--- src/rtl/prio_enc_disp_pkg.sv ---
// Shared constants for prio_enc_disp: active-low seven-segment patterns.
// Segment bit order is {g,f,e,d,c,b,a}.
package prio_disp_pkg;

    localparam logic [6:0] SEG_BLANK = 7'b1111111;
    localparam logic [6:0] SEG_DASH  = 7'b0111111;

    localparam logic [6:0] SEG_DIGIT [0:9] = '{
        7'b1000000, 7'b1111001, 7'b0100100, 7'b0110000,
        7'b0011001, 7'b0010010, 7'b0000010, 7'b1111000,
        7'b0000000, 7'b0010000
    };

    function automatic logic [6:0] digit_to_seg(input logic [3:0] d);
        logic [6:0] s;
        s = SEG_BLANK;
        if (d <= 4'd9) s = SEG_DIGIT[d];
        return s;
    endfunction

endpackage

--- src/rtl/prio_enc_disp_if.sv ---
// Request/readout bundle of prio_enc_disp.
// master drives en/x, slave (the encoder) drives the readout.
interface prio_enc_disp_if #(
    parameter int WIDTH  = 16,
    parameter int DIGITS = 2
);
    localparam int IDXW = $clog2(WIDTH);

    logic                  en;
    logic [WIDTH-1:0]      x;
    logic                  valid;
    logic [IDXW-1:0]       idx;
    logic                  changed;
    logic [7*DIGITS-1:0]   seg;
    logic                  seg_busy;

    modport master (
        output en, x,
        input  valid, idx, changed, seg, seg_busy
    );

    modport slave (
        input  en, x,
        output valid, idx, changed, seg, seg_busy
    );

endinterface

--- src/rtl/prio_enc_disp_bin2bcd_seq.sv ---
// Iterative shift/add-3 binary-to-BCD converter, one bit per enabled cycle.
// done_o marks the final iteration edge; bcd_o carries that edge's result.
module bin2bcd_seq #(
    parameter int IDXW   = 4,
    parameter int DIGITS = 2
) (
    input  logic                clk,
    input  logic                rst_n,
    input  logic                en_i,
    input  logic                start_i,
    input  logic [IDXW-1:0]     bin_i,
    output logic                busy_o,
    output logic                done_o,
    output logic [4*DIGITS-1:0] bcd_o
);
    localparam int BW = 4 * DIGITS;
    localparam int CW = $clog2(IDXW + 1);

    logic [IDXW-1:0] sh_q, sh_d;
    logic [BW-1:0]   bcd_q, bcd_d, adj;
    logic [CW-1:0]   cnt_q;
    logic            busy_q;

    always_comb begin
        adj = bcd_q;
        for (int i = 0; i < DIGITS; i++) begin
            if (bcd_q[4*i +: 4] > 4'd4)
                adj[4*i +: 4] = bcd_q[4*i +: 4] + 4'd3;
        end
        bcd_d = {adj[BW-2:0], sh_q[IDXW-1]};
        sh_d  = sh_q << 1;
    end

    always_ff @(posedge clk) begin
        if (!rst_n) begin
            sh_q   <= '0;
            bcd_q  <= '0;
            cnt_q  <= '0;
            busy_q <= 1'b0;
        end else if (en_i) begin
            if (start_i) begin
                sh_q   <= bin_i;
                bcd_q  <= '0;
                cnt_q  <= CW'(IDXW);
                busy_q <= 1'b1;
            end else if (busy_q) begin
                sh_q   <= sh_d;
                bcd_q  <= bcd_d;
                cnt_q  <= cnt_q - CW'(1);
                busy_q <= (cnt_q != CW'(1));
            end
        end
    end

    assign busy_o = busy_q;
    assign done_o = en_i && !start_i && busy_q && (cnt_q == CW'(1));
    assign bcd_o  = bcd_d;

endmodule

--- src/rtl/prio_enc_disp.sv ---
// Debounced priority encoder with decimal seven-segment readout.
// Macro PRIO_ENC_DEBOUNCE_EN enables the input stability filter.
module prio_enc_disp
    import prio_disp_pkg::*;
#(
    parameter int WIDTH    = 16,
    parameter int DIGITS   = 2,
    parameter int DEBOUNCE = 4
) (
    input logic            clk,
    input logic            rst_n,
    prio_enc_disp_if.slave bus
);
    localparam int IDXW = $clog2(WIDTH);

    logic [WIDTH-1:0]    vec;
    logic                commit, start, diff;
    logic                valid_q, valid_d, changed_q;
    logic [IDXW-1:0]     idx_q, idx_d;
    logic [7*DIGITS-1:0] seg_q, seg_d;
    logic                cv_busy, cv_done;
    logic [4*DIGITS-1:0] cv_bcd;

`ifdef PRIO_ENC_DEBOUNCE_EN
    localparam int CNTW = $clog2(DEBOUNCE + 1);

    logic [WIDTH-1:0] x_c_q;
    logic [CNTW-1:0]  cnt_q;

    always_ff @(posedge clk) begin
        if (!rst_n) begin
            x_c_q <= '0;
            cnt_q <= '0;
        end else if (bus.en) begin
            if (bus.x != x_c_q) begin
                x_c_q <= bus.x;
                cnt_q <= '0;
            end else if (cnt_q < CNTW'(DEBOUNCE)) begin
                cnt_q <= cnt_q + CNTW'(1);
            end
        end
    end

    assign vec    = x_c_q;
    assign commit = bus.en && (bus.x == x_c_q)
                  && (cnt_q == CNTW'(DEBOUNCE - 1));
    assign start  = commit;
`else
    logic unused_deb;
    assign unused_deb = |DEBOUNCE;

    assign vec    = bus.x;
    assign commit = bus.en;
    // A held input commits every edge; only a new value restarts conversion.
    assign start  = commit && diff;
`endif

    always_comb begin
        idx_d = '0;
        for (int i = 0; i < WIDTH; i++) begin
            if (vec[i]) idx_d = IDXW'(i);
        end
        valid_d = |vec;
        diff    = {valid_d, idx_d} != {valid_q, idx_q};
    end

    bin2bcd_seq #(
        .IDXW   (IDXW),
        .DIGITS (DIGITS)
    ) u_bcd (
        .clk     (clk),
        .rst_n   (rst_n),
        .en_i    (bus.en),
        .start_i (start),
        .bin_i   (idx_d),
        .busy_o  (cv_busy),
        .done_o  (cv_done),
        .bcd_o   (cv_bcd)
    );

    // Blank leading zeros; digit 0 always shows a value.
    always_comb begin
        logic       lead;
        logic [3:0] d;
        lead  = 1'b1;
        d     = '0;
        seg_d = {DIGITS{SEG_DASH}};
        for (int i = DIGITS - 1; i >= 0; i--) begin
            d = cv_bcd[4*i +: 4];
            if (lead && d == 4'd0 && i != 0) begin
                seg_d[7*i +: 7] = SEG_BLANK;
            end else begin
                lead = 1'b0;
                seg_d[7*i +: 7] = digit_to_seg(d);
            end
        end
        if (!valid_q) seg_d = {DIGITS{SEG_DASH}};
    end

    always_ff @(posedge clk) begin
        if (!rst_n) begin
            valid_q   <= 1'b0;
            idx_q     <= '0;
            changed_q <= 1'b0;
            seg_q     <= {DIGITS{SEG_DASH}};
        end else begin
            changed_q <= commit && diff;
            if (commit) begin
                valid_q <= valid_d;
                idx_q   <= idx_d;
            end
            if (cv_done) seg_q <= seg_d;
        end
    end

    assign bus.valid    = valid_q;
    assign bus.idx      = idx_q;
    assign bus.changed  = changed_q;
    assign bus.seg      = seg_q;
    assign bus.seg_busy = cv_busy;

endmodule
--- src/flat_wrapper.sv ---
// flat-port wrapper written by rule: the top's interface ports become plain ports
module prio_enc_disp_flat import prio_disp_pkg::*;
#(
    parameter int WIDTH    = 16,
    parameter int DIGITS   = 2,
    parameter int DEBOUNCE = 4
)
  (clk, rst_n, bus_en, bus_x, bus_valid, bus_idx, bus_changed, bus_seg, bus_seg_busy);
  prio_enc_disp_if #(.WIDTH(WIDTH), .DIGITS(DIGITS)) bus_i ();
  input logic clk;
  input logic rst_n;
  input wire logic [$bits(bus_i.en)-1:0] bus_en;
  input wire logic [$bits(bus_i.x)-1:0] bus_x;
  output wire logic [$bits(bus_i.valid)-1:0] bus_valid;
  output wire logic [$bits(bus_i.idx)-1:0] bus_idx;
  output wire logic [$bits(bus_i.changed)-1:0] bus_changed;
  output wire logic [$bits(bus_i.seg)-1:0] bus_seg;
  output wire logic [$bits(bus_i.seg_busy)-1:0] bus_seg_busy;
  assign bus_i.en = bus_en;
  assign bus_i.x = bus_x;
  assign bus_valid = bus_i.valid;
  assign bus_idx = bus_i.idx;
  assign bus_changed = bus_i.changed;
  assign bus_seg = bus_i.seg;
  assign bus_seg_busy = bus_i.seg_busy;
  prio_enc_disp #(.WIDTH(WIDTH), .DIGITS(DIGITS), .DEBOUNCE(DEBOUNCE)) u_core (.clk(clk), .rst_n(rst_n), .bus(bus_i));
endmodule
--- config.mk ---
export PLATFORM = sky130hd
export DESIGN_NAME = prio_enc_disp_flat
export DESIGN_NICKNAME = d
export VERILOG_FILES = /design/src/rtl/prio_enc_disp_pkg.sv /design/src/rtl/prio_enc_disp_if.sv /design/src/rtl/prio_enc_disp_bin2bcd_seq.sv /design/src/rtl/prio_enc_disp.sv /design/src/flat_wrapper.sv
export SDC_FILE = /design/constraint.sdc
export NUM_CORES = 1
export LEC_CHECK = 0
export BUFFER_PORTS_ARGS = -buffer_cell sky130_fd_sc_hd__buf_4
export CELL_PAD_IN_SITES_DETAIL_PLACEMENT = 1
export CELL_PAD_IN_SITES_GLOBAL_PLACEMENT = 2
export CORE_ASPECT_RATIO = 0.5
export CORE_MARGIN = 2
export CORE_UTILIZATION = 33
export CTS_CLUSTER_DIAMETER = 120
export DETAILED_ROUTE_END_ITERATION = 10
export GPL_ROUTABILITY_DRIVEN = 0
export GPL_TIMING_DRIVEN = 0
export PLACE_DENSITY_LB_ADDON = 0.1
export SLEW_MARGIN = 20
export SYNTH_ARGS = -nofsm -noshare
export SYNTH_HDL_FRONTEND = slang
export SYNTH_SLANG_ARGS = --single-unit
--- constraint.sdc ---
create_clock -name clk -period 3.32 [get_ports clk]
set_clock_uncertainty 0.05 [all_clocks]
set_input_delay 0.498 -clock clk [delete_from_list [all_inputs] [get_ports clk]]
set_output_delay 0.498 -clock clk [all_outputs]
set_load 0.005 [all_outputs]
==> impl_metrics.py <==
metrics = {
    "status": {
        "status": "completed",
    },
    "logic_synthesis": {
        "yosys.area.top_type": "dfxtp_1",
        "synthAdderAreaFrac_pct": 8.14,
        "synth-xor-area-share_pct": 1.90,
        "synthArstFlopShare_pct": 0,
        "ys_ff_latch": 36,
        "ys_warn_count": 0,
        "netlist_area_mm2": 0.00230,
        "synthTopCellsByArea": "dfxtp_1, ha_1, nor2_1",
        "syn_inst": 281,
        "yosys-top-cells-count": "nor2_1, dfxtp_1, inv_1",
        "synth_compound_area_share_pct": 19.8,
        "synth_top_flop_cell": "dfxtp_1",
        "synth_top_area_share_pct": 31.3,
        "syn_area_per_cell_um2": 8.20,
        "synth.net_count": 315,
        "synth_edf_count": 0,
        "synth_top_family_by_area": "simple AND/OR/NAND/NOR gates",
        "yosys.area_share.simple_pct": 22.6,
        "synthMuxAreaShare_pct": 8.41,
        "synth_most_common_cell": "nor2_1",
        "synth-seq-area-share_pct": 31.3,
        "yosysUniqueCellTypes": 52,
    },
    "flow_run": {
        "maxCapViolCount": 0,
    },
    "min_path": {
        "hold_path_class": "reg2reg",
        "whs_path_depth": 2,
    },
    "sta": {
        "setup_ws_ns": 0.502,
        "tns_ns": 0,
        "tightest_slew_ns": 0.704,
        "maxSlewViolCount": 0,
        "layout_min_cycle_time_ns": 2.82,
        "fmax_ghz": 0.355,
        "slew_headroom_pct": 52.7,
        "grt_setup_unrepaired": "no",
        "period_share_pct": 84.9,
        "setup_viol": 0,
        "hold_viol": 0,
    },
    "clock_network": {
        "cts_buffer_depth": 2,
        "numClockSinks": 36,
        "ctsRootBufferMaster": "clkbuf_16",
        "clkTransAtPathRegs_ns": 0.06,
        "tritoncts": "built",
        "cts_buffers": 5,
        "post-cts-setup-buffer-count": 0,
        "htreeDepth": 2,
        "hold_buffers": 0,
        "clk_latency_ns": 0.28,
        "cts_resized": 0,
    },
    "finish": {
        "fillers": 841,
        "finish.utilization_pct": 42.4,
        "area_delta_synth_final_pct": 23.7,
        "diodes": 0,
        "layout-drive-gt1-share_pct": 19.0,
        "finalNetCount": 359,
    },
    "pwr": {
        "pwr-share-seq_pct": 43.3,
        "powerDensity_mw_per_mm2": 370,
        "pwr-share-comb_pct": 11.0,
        "p_int_w": 0.000793,
        "irDropWorstVdd_mv": 0.176,
        "switching_share_pct": 24.9,
        "net-switching-power_w": 0.000262,
        "power.leakage_nw": 1.17,
        "power_w": 0.00106,
        "p_clk_share_pct": 45.7,
    },
    "die": {
        "start_util_pct": 34.3,
        "dieArea_mm2": 0.00771,
        "core_area_mm2": 0.00673,
        "die_width_um": 122,
        "rows": 21,
        "die_y_um": 63.1,
        "ios": 40,
    },
    "detailed_routing": {
        "first_iter_violations": 83,
        "drc": 0,
        "vias_per_cell": 5.13,
        "dr.pass1.iters": 4,
        "wl_per_cell_um": 14.5,
        "wl_um": 6060,
        "postRouteAntennaNets": 0,
        "num_vias": 2143,
    },
    "critical_path": {
        "worst_r2r_endpoint": "u_core.bus.seg[4]$_SDFFE_PN1P_",
        "critPathLaunch": "bus_x[2]",
        "startpoint_type": "input pin",
        "rr_worst_depth": 12,
        "end_kind": "register",
        "r2r_start": "u_core.u_bcd.bcd_q[1]$_SDFFE_PN0P_",
        "critPathMaxFanout": 10,
        "worstSetupPathType": "in2reg",
        "r2r_setup_slack_ns": 0.52,
        "endpoint": "u_core.bus.seg[1]$_SDFFE_PN1P_",
        "cp.arrival_ns": 2.94,
        "required_ns": 3.44,
    },
    "global_routing": {
        "grt_max_degree": 13,
        "grt_pass1_wl_um": 10300,
        "grt_pass1_vias": 2150,
        "grt_usage_pct": 16.9,
        "antenna_found_initial": 0,
        "grt_remaining_overflow": 0,
    },
    "place": {
        "port_buffers": 37,
        "dp_slack_ns": 0.211,
        "hpwl_um": 4710,
    },
}
==> worst min-delay path by stage <==
stage,start,endpoint,slack [ns]
2_1_floorplan,u_core.u_bcd.sh_q[1]$_SDFFE_PN0P_,u_core.u_bcd.sh_q[1]$_SDFFE_PN0P_,0.40
3_3_place_gp,u_core.bus.seg[6]$_SDFFE_PN0P_,u_core.bus.seg[6]$_SDFFE_PN0P_,0.41
3_5_place_dp,u_core.u_bcd.sh_q[1]$_SDFFE_PN0P_,u_core.u_bcd.sh_q[1]$_SDFFE_PN0P_,0.42
4_1_cts,u_core.u_bcd.sh_q[1]$_SDFFE_PN0P_,u_core.u_bcd.sh_q[1]$_SDFFE_PN0P_,0.43
5_1_grt,u_core.u_bcd.sh_q[1]$_SDFFE_PN0P_,u_core.u_bcd.sh_q[1]$_SDFFE_PN0P_,0.45
6_report,u_core.bus.seg[6]$_SDFFE_PN0P_,u_core.bus.seg[6]$_SDFFE_PN0P_,0.43
==> state kept, by name, indices dropped and copies added (netlist names) <==
register / cells
u_core.bus.changed: 1
u_core.bus.idx: 4
u_core.bus.seg: 14
u_core.bus.valid: 1
u_core.u_bcd.bcd_q: 8
u_core.u_bcd.busy_o: 1
u_core.u_bcd.cnt_q: 3
u_core.u_bcd.sh_q: 4
==> routing by layer <==
layer / wire (um) / vias up / global-route usage [%]
met5: 0 / - / 0
met4: 83 / 0 / 5.46
met3: 203 / 10 / 3.35
met2: 2700 / 42 / 28.2
met1: 3080 / 1009 / 21.8
li1: - / 1082 / -
==> area by class of cell <==
type                    instances  area (um2)  area share (%)
plain buffers                  10        87.6            3.07
clock buffers                   6         139            4.87
clock inverters                 2        15.0           0.527
inverters                      25        93.8            3.29
multi-input cells             210        1400            49.2
flip-flops and latches         36         721            25.3
well taps                      92         115            4.04
repair buffers                 37         278            9.74
==> logic make-up after synthesis <==
logic type	count (synthesis)
buffers and inverters	35
AOI/OAI and AO/OA	68
adders and majority gates	15
muxes	19
xor gates and xnor gates	5
DFF	36
and+or+nand+nor	103
==> power by group through the flow <==
stage	Clock, W	Combinational, W	Sequential (W)
2_1_floorplan	0	0.0000659	0.000463
3_3_place_gp	0	0.000115	0.000466
3_5_place_dp	0	0.000118	0.000466
4_1_cts	0.000501	0.000118	0.000457
5_1_grt	0.000522	0.000130	0.000459
6_report	0.000483	0.000116	0.000457
==> metrics by stage <==
step                instances  hold WS, ns  area (um2)
floorplan                 281        0.396        2300
global placement          410        0.408        2700
detailed placement        410        0.423        2700
CTS                       418        0.431        2850
global route              418        0.455        2850
finish                    418        0.429        2850
==> critical path, cell delays in order <==
cell,delay (ns)
buf_4,0.12
nand2b_1,0.13
a221oi_1,0.36
o211a_1,0.26
a311oi_2,0.16
nor4_4,0.65
and3b_1,0.28
buf_6,0.15
mux2_2,0.33
==> cell usage in the layout (no fill, tap or decap), types with 2 or more instances in the layout <==
cell type   count
mux2i_1        16
dfxtp_1        36
clkbuf_8        2
mux2_2          3
nand2b_1        5
o31ai_1         2
xnor2_1         5
nor2_1         46
nor2b_1         3
inv_1          24
a211o_1         2
o41ai_1         2
a22oi_1         8
nor4_4          2
clkinvlp_4      2
nor3b_1         2
buf_4          37
buf_6           3
a221oi_1        2
nand4_1         2
nand3_1         3
nor4_1          4
clkbuf_1        4
ha_1           15
nand2_1        19
a21oi_1        18
o21ai_0        16
nor3_1          5
and3_1          3
o211a_1         2
clkbuf_16       5
a31oi_1         3
a211oi_1        3
Power figures use the tool's default switching activity.
